File: src/rtl/arbiter_rr_n.sv
// arbiter_rr_n: N-channel round-robin arbiter, valid/ready on every channel, registered output with source ID.
// Define ARBITER_RR_N_LOCK_EN to hold the grant on one channel until its i_last beat (packet lock).
module arbiter_rr_n #(
  parameter int N_CH   = 4,
  parameter int DATA_W = 16,
  localparam int ID_W  = $clog2(N_CH)
) (
  input  logic                     i_clk,
  input  logic                     i_reset,
  input  logic [N_CH-1:0]          i_valid,
  input  logic [N_CH*DATA_W-1:0]   i_data,
  input  logic [N_CH-1:0]          i_last,
  output logic [N_CH-1:0]          o_ready,
  output logic                     o_valid,
  output logic [DATA_W-1:0]        o_data,
  output logic [ID_W-1:0]          o_id,
  output logic                     o_last,
  input  logic                     i_ready
);

  logic [ID_W-1:0]   ptr_p1;
  logic              vld_p1;
  logic [DATA_W-1:0] data_p1;
  logic [ID_W-1:0]   id_p1;
  logic              last_p1;

  logic [N_CH-1:0]   elig_p0;
  logic [N_CH-1:0]   gnt_p0;
  logic [ID_W-1:0]   gnt_id_p0;
  logic [DATA_W-1:0] gnt_data_p0;
  logic              gnt_last_p0;
  logic [ID_W-1:0]   cand_p0;
  logic              found_p0;
  logic              load_p0;
  logic              xfer_p0;

  // Wraps with an explicit compare so non-power-of-2 channel counts never alias through ID_W overflow.
  function automatic logic [ID_W-1:0] next_ch(input logic [ID_W-1:0] p, input int off);
    logic [ID_W:0] s;
    s = {1'b0, p} + (ID_W+1)'(off);
    if (s >= (ID_W+1)'(N_CH)) s = s - (ID_W+1)'(N_CH);
    return s[ID_W-1:0];
  endfunction

`ifdef ARBITER_RR_N_LOCK_EN
  logic            lock_p1;
  logic [ID_W-1:0] lock_ch_p1;

  always_comb begin
    elig_p0 = '0;
    if (lock_p1) elig_p0[lock_ch_p1] = i_valid[lock_ch_p1];
    else         elig_p0 = i_valid;
  end

  always_ff @(posedge i_clk) begin
    if (i_reset) begin
      lock_p1    <= 1'b0;
      lock_ch_p1 <= '0;
    end else if (xfer_p0) begin
      lock_p1    <= !gnt_last_p0;
      lock_ch_p1 <= gnt_id_p0;
    end
  end
`else
  assign elig_p0 = i_valid;
`endif

  // Stage p0: round-robin search from ptr+1, grant and payload select
  always_comb begin
    gnt_p0      = '0;
    gnt_id_p0   = '0;
    gnt_data_p0 = '0;
    gnt_last_p0 = 1'b0;
    cand_p0     = '0;
    found_p0    = 1'b0;
    for (int i = 1; i <= N_CH; i++) begin
      cand_p0 = next_ch(ptr_p1, i);
      if (!found_p0 && elig_p0[cand_p0]) begin
        found_p0         = 1'b1;
        gnt_p0[cand_p0]  = 1'b1;
        gnt_id_p0        = cand_p0;
        gnt_data_p0      = i_data[cand_p0*DATA_W +: DATA_W];
        gnt_last_p0      = i_last[cand_p0];
      end
    end
  end

  assign load_p0 = !vld_p1 || i_ready;
  // Reset gates o_ready so no beat is accepted upstream at an edge that discards it.
  assign o_ready = gnt_p0 & {N_CH{load_p0 && !i_reset}};
  assign xfer_p0 = |o_ready;

  // Stage p1: output register and grant pointer, both advance only on an accepted input beat
  always_ff @(posedge i_clk) begin
    if (i_reset) begin
      vld_p1  <= 1'b0;
      data_p1 <= '0;
      id_p1   <= '0;
      last_p1 <= 1'b0;
      ptr_p1  <= ID_W'(N_CH-1);
    end else if (xfer_p0) begin
      vld_p1  <= 1'b1;
      data_p1 <= gnt_data_p0;
      id_p1   <= gnt_id_p0;
      last_p1 <= gnt_last_p0;
      ptr_p1  <= gnt_id_p0;
    end else if (i_ready) begin
      vld_p1  <= 1'b0;
    end
  end

  assign o_valid = vld_p1;
  assign o_data  = data_p1;
  assign o_id    = id_p1;
  assign o_last  = last_p1;

endmodule
File: config.mk
export PLATFORM = sky130hd
export DESIGN_NAME = arbiter_rr_n
export DESIGN_NICKNAME = d
export VERILOG_FILES = /design/src/rtl/arbiter_rr_n.sv
export SDC_FILE = /design/constraint.sdc
export NUM_CORES = 1
export LEC_CHECK = 0
export CORE_UTILIZATION = 49
export CTS_CLUSTER_SIZE = 8
export DETAILED_ROUTE_END_ITERATION = 7
export PLACE_DENSITY_LB_ADDON = 0.08
export SKIP_LAST_GASP = 1
export SYNTH_ARGS = -nofsm -noshare
export SYNTH_HDL_FRONTEND = slang
export SYNTH_SLANG_ARGS = --single-unit
export TNS_END_PERCENT = 20
File: constraint.sdc
create_clock -name i_clk -period 5.9 [get_ports i_clk]
set_clock_uncertainty 0.15 [all_clocks]
set_input_delay 1.475 -clock i_clk [delete_from_list [all_inputs] [get_ports i_clk]]
set_output_delay 1.475 -clock i_clk [all_outputs]
set_load 0.005 [all_outputs]
==> out/results.ini, run 1 <==
[drt]
drtIter0Drc = 187
drt_first_pass_iters = 7
drc = 7
ant_nets = 0
vias_per_cell = 6.55
vias = 3321
wl_mm = 8.97
wire_per_inst_um = 17.7

[clock_network]
post_cts_buffers = 0
clock-root-buffer = clkbuf_8
worstSkewPairLatency_ns = 0.27
cts_tree = done
holdBufCountCts = 0
cts_buffers = 3
cts-htree-levels = 1
cts_num_sinks = 22
clk_pin_slew_worst_paths_ns = 0.09
clockBufferDepth = 2
post_cts_resized = 0

[placed_design]
port_buffers = 98
hpwl_mm = 6.43
gp_congestion = 0.920
pre_cts_slack_ns = 0.424

[synth]
synthCells = 358
synthArstFlopShare_pct = 0
synth_area_um2 = 3330
ys_seq_area_share_pct = 13.2
avgSynthCellArea_um2 = 9.29
yosys_most_used_dff = dfxtp_1
synth_edf_count = 0
synth_fp_nets = 441
synth-seq-cells = 22
synth_cell_types = 41
ys_warn_count = 0

[grt]
grt_pass1_vias = 3113
overflow = 0
grt_max_degree = 78
grt_pass1_wl_mm = 14.7
grt.total_usage_pct = 25.2
antenna_found_initial = 0

[power]
p_leak_nw = 1.61
powerDensity_nw_per_um2 = 534
worst_ir_drop_vdd_mv = 0.415
finalPower_mw = 2.35

[worst_setup_path]
crit_path_end = o_ready[3]
arrival_ns = 3.89
crit_path_max_fanout = 8
reg2reg_setup_slack_ns = 2.26
worstSetupStartpointType = input port
startpoint = i_valid[2]
cp-end-kind = primary output
reg2reg_depth = 11
required_ns = 4.28
r2r-end = o_id[0]$_SDFFE_PP0P_
criticalPathCategory = in2out
timing.rr.start = ptr_p1[1]$_SDFFE_PP1P_

[finish]
n_antenna_cell = 0
nets = 514
multi_input_area_um2 = 2700
drive_gt1_share_pct = 22.6
syn2layout_area_growth_pct = 32.0
seq_area_um2 = 445
fill_cells = 528

[die]
start_util_pct = 51.5
io_pins = 99
die_area_um2 = 7120
die_y_um = 84.4
coreArea_um2 = 6460
fp-row-count = 29
die_w_um = 84.4

[sta]
finalCritPeriodShare_pct = 93.6
setup_ws_ns = 0.380
grt_setup_unrepaired = false
drv_slew = 0
fin_crit_ns = 5.52
setup_tns_ns = 0
tightestPinTransition_ns = 0.733
report.final.hold_viol_count = 0
finalSetupViolations = 0
relSlewSlack_pct = 51.2
max_freq_mhz = 181

[hold_path]
holdPathStages = 2
hp-class = reg2reg

[outcome]
violations = DRC
status = finished with violations

[run]
drv_cap = 0

[how the worst min path moves through the flow]
stage	to	start
2_1_floorplan	o_id[0]$_SDFFE_PP0P_	o_id[0]$_SDFFE_PP0P_
4_1_cts	o_id[0]$_SDFFE_PP0P_	o_id[0]$_SDFFE_PP0P_
3_5_place_dp	o_id[0]$_SDFFE_PP0P_	o_id[0]$_SDFFE_PP0P_
3_3_place_gp	o_id[0]$_SDFFE_PP0P_	o_id[0]$_SDFFE_PP0P_
5_1_grt	o_id[0]$_SDFFE_PP0P_	o_id[0]$_SDFFE_PP0P_
6_report	o_id[0]$_SDFFE_PP0P_	o_id[0]$_SDFFE_PP0P_
[sequential cells by signal (all words and copies together), names as in the netlist]
signal   cells
o_last       1
o_data      16
ptr_p1       2
o_id         2
o_valid      1
[where the power goes]
| group | switching, mW | total [mW] | internal (mW) |
|---|---|---|---|
| clock | 0.0507 | 0.141 | 0.0907 |
| sequential | 0.0302 | 0.235 | 0.204 |
| combinational | 1.03 | 1.97 | 0.945 |
| total | 1.11 | 2.35 | 1.24 |
[cells in the final DEF, fill, tap and decap left out, types with 2 or more instances in the layout]
cell type,Yosys,final
clkdlybuf4s50_1,0,98
nor2_1,42,42
mux4_2,36,36
nand2_1,22,22
a21oi_1,22,22
a221oi_1,21,21
mux2_2,20,20
mux2i_1,21,20
dfxtp_1,22,20
o21ai_0,18,18
a211o_1,17,17
nand3_1,17,17
a211oi_2,17,17
buf_4,1,10
ha_1,8,7
nor3b_1,3,3
nand2b_1,3,3
clkbuf_8,0,3
inv_1,2,2
nor3_1,2,2
o21ai_1,2,2
and2_1,2,2
nor2b_1,2,2
a22oi_1,2,2
and3_1,2,2
[per-layer routing]
| metal | up-vias | wire [um] | track usage (%) |
|---|---|---|---|
| li1 | 1565 | - | - |
| met1 | 1642 | 3870 | 30.8 |
| met2 | 102 | 4440 | 46.1 |
| met3 | 12 | 540 | 4.33 |
| met4 | 0 | 115 | 6.32 |
| met5 | - | 0 | 0 |
[through the flow]
stage               instance area (um^2)  instances  util, %  hold WS (ns)
finish                              4390        507     68.0         0.376
global route                        4390        507     68.0         0.395
CTS                                 4390        507     68.0         0.365
detailed placement                  4320        503     66.9         0.348
global placement                    4320        503     66.9         0.341
floorplan                           3330        358        -         0.316
[area by class of cell]
cell class | instances | area share, %
inverter | 2 | 0.171
tap | 77 | 2.19
multi-input combinational | 293 | 61.4
timing repair buffer | 109 | 24.5
clock buffer | 3 | 0.940
clock inverter | 1 | 0.684
sequential | 22 | 10.1
[kinds of logic (layout without fill, tap and decap cells)]
group,after synthesis,in the layout,share of synthesized area [%]
multiplexers,78,78,37.9
flip-flops,22,22,13.2
adder cells (fa/ha/maj),8,8,3.01
buffers and inverters,43,115,6.51
AND/OR/NAND/NOR,101,101,14.0
AO/OA/AOI/OAI,106,106,25.4
[critical path, stage by stage]
cell,delay [ns]
clkdlybuf4s50_1,0.61
or3b_1,0.37
a2111o_1,0.45
nand2_2,0.14
a221oi_1,0.15
a21oi_1,0.18
clkdlybuf4s50_1,0.52
[Yosys cell counts (3+ instances only)]
cell | instances | area share (%)
nor2_1 | 42 | 4.7
mux4_2 | 36 | 24
a21oi_1 | 22 | 3.3
dfxtp_1 | 22 | 13
nand2_1 | 22 | 2.5
a221oi_1 | 21 | 5.5
mux2i_1 | 21 | 6.3
mux2_2 | 20 | 6.8
clkbuf_1 | 18 | 2.0
o21ai_0 | 18 | 2.7
a211o_1 | 17 | 4.5
a211oi_2 | 17 | 6.4
nand3_1 | 17 | 2.6
buf_2 | 11 | 1.7
ha_1 | 8 | 3.0
buf_1 | 6 | 0.68
buf_6 | 5 | 1.7
nand2b_1 | 3 | 0.56
nor3b_1 | 3 | 0.68
Power figures use the tool's default switching activity.
==> inputs of run 2 (changes only) <==
- CTS_CLUSTER_DIAMETER: default -> 150
==> results of run 2 <==
Same layout as run 1: the final DEF is identical, and so are final timing and power.
==> inputs of run 3 (changes only) <==
- CAP_MARGIN: default -> 20
- CORE_UTILIZATION: 49 -> 55
- DONT_BUFFER_PORTS: default -> 1
==> run 3 against run 2 <==
The flow now finishes without violations. Utilization decreased by 9.2 points. Global-route usage increased by 0.87 points. Sequential power increased by 18%. Worst setup slack improved by 0.48 ns. Power decreased by 9.9%. Critical path depth unchanged. Critical endpoint is now o_ready[0]. Largest cell class unchanged. Largest power group unchanged. Highest routed layer unchanged.
==> out/results.ini, run 3 (synthesized netlist as in run 1, its figures left out) <==
[worst_setup_path]
crit_path_max_fanout = 26
required_ns = 4.28
crit_chain = inv_1, ha_2, buf_4, mux4_2, and2_1, a221oi_1, a21oi_1
slowest_stage = ha_2
arrival_ns = 3.42
critPathBufInv = 2
reg2reg_depth = 10
reg2reg_setup_slack_ns = 1.65
worstSetupStartpointType = flop
timing.rr.start = ptr_p1[0]$_SDFFE_PP1P_
slowest_delay_ns = 0.63
r2r-end = o_id[0]$_SDFFE_PP0P_
critPathTopFamily = compound AO/OA/AOI/OAI gates
criticalPathCategory = reg2out
cp-end-kind = primary output

[die]
io_pins = 99
die_area_um2 = 6360
coreArea_um2 = 5680
fp-row-count = 27
start_util_pct = 58.6
die_w_um = 79.8
die_y_um = 79.8

[grt]
grt_max_degree = 78
grt-busiest-layer = met2
grt_pass1_vias = 2700
grt_util_met2_pct = 43.1
antenna_found_initial = 0
met3_usage_pct = 4.23
grt_pass1_wl_mm = 13.2
grt_use_met1_pct = 35.6
grt.total_usage_pct = 26.1
overflow = 0

[clock_network]
cts-htree-levels = 1
clock-root-buffer = clkbuf_8
worstSkewPairLatency_ns = 0.27
clockBufferDepth = 2
post_cts_resized = 0
cts_buffers = 3
cts_tree = done
cts_num_sinks = 22
holdBufCountCts = 0
post_cts_buffers = 0
clk_pin_slew_worst_paths_ns = 0.08

[power]
p_leak_nw = 1.20
worst_ir_drop_vdd_mv = 0.380
powerDensity_nw_per_um2 = 633

[finish]
final_cell_mix = nor2_1, mux4_2, nand2_1, a21oi_1, a221oi_1
drive_gt1_share_pct = 28.1
n_antenna_cell = 0
layout.cells.non_filler = 399
nets = 411
syn2layout_area_growth_pct = 0.376
mostFrequentLayoutCell = nor2_1
largest_reg_flops = 16

[drt]
wl_mm = 8.34
ant_nets = 0
drc = 0
wire_per_inst_um = 20.9
vias = 2883
vias_per_cell = 7.23
drt_first_pass_iters = 4
drtIter0Drc = 173

[sta]
setup_tns_ns = 0
grt_setup_unrepaired = false
relSlewSlack_pct = 36.8
tightestPinTransition_ns = 0.949
max_freq_mhz = 198
fin_crit_ns = 5.04
finalCritPeriodShare_pct = 85.5
report.final.hold_viol_count = 0
drv_slew = 0
finalSetupViolations = 0

[run]
drv_cap = 0

[hold_path]
hp-class = reg2reg
hold_end = o_id[1]$_SDFFE_PP0P_
holdPathStages = 2
hp-start = o_id[1]$_SDFFE_PP0P_

[placed_design]
dpl.cell_count = 395
gp_congestion = 0.829
hpwl_mm = 5.87
port_buffers = 0

[outcome]
status = completed

## run 3: where the power goes
part           internal [mW]  switching [mW]  leakage (nW)
clock                 0.0597          0.0527        0.0288
combinational          0.787           0.937         0.992
sequential             0.205          0.0724         0.182
## run 3: layer usage
| metal | share of wire [%] | vias to the layer above |
|---|---|---|
| li1 | - | 1354 |
| met1 | 43 | 1401 |
| met2 | 48 | 115 |
| met3 | 7.3 | 13 |
| met4 | 1.6 | 0 |
| met5 | 0 | - |
## run 3: stage by stage
stage	hold WS, ns	setup slack (ns)	power, mW	cell area, um^2	utilization [%]
final	0.362	0.857	2.11	3340	58.8
after global routing	0.375	0.693	2.30	3340	58.8
after CTS	0.365	0.896	2.12	3340	58.8
after detailed placement	0.349	1.12	2.00	3280	57.9
after global placement	0.351	1.16	1.98	3280	57.9
after floorplan	0.316	0.936	1.77	3330	-
## run 3: worst reg2reg max path: stages (launching register included)
cell and delay [ns]:
dfxtp_4 0.58, inv_1 0.19, ha_2 0.63, buf_4 0.42, mux4_2 0.47, and2_1 0.21, a221oi_1 0.49, a41oi_4 0.38
buf_4 0.36, nand2b_1 0.18, a21oi_1 0.14
## run 3: layout make-up
cell class	count	area, um^2
Inverter	2	7.51
Clock buffer	4	55.1
Sequential cell	22	445
Tap cell	72	90.1
Multi-Input combinational cell	293	2700
Fill cell	514	2340
Timing Repair Buffer	6	45.0
## run 3: worst max-delay path by stage
stage / endpoint / slack (ns) / cells after the start / from
after floorplan: o_ready[1] / 0.94 / 13 / ptr_p1[0]$_SDFFE_PP1P_
after global routing: o_ready[0] / 0.69 / 7 / ptr_p1[0]$_SDFFE_PP1P_
after detailed placement: o_ready[0] / 1.12 / 5 / i_valid[3]
after global placement: o_ready[0] / 1.16 / 5 / i_valid[3]
after CTS: o_ready[0] / 0.90 / 7 / ptr_p1[0]$_SDFFE_PP1P_
final: o_ready[0] / 0.86 / 7 / ptr_p1[0]$_SDFFE_PP1P_
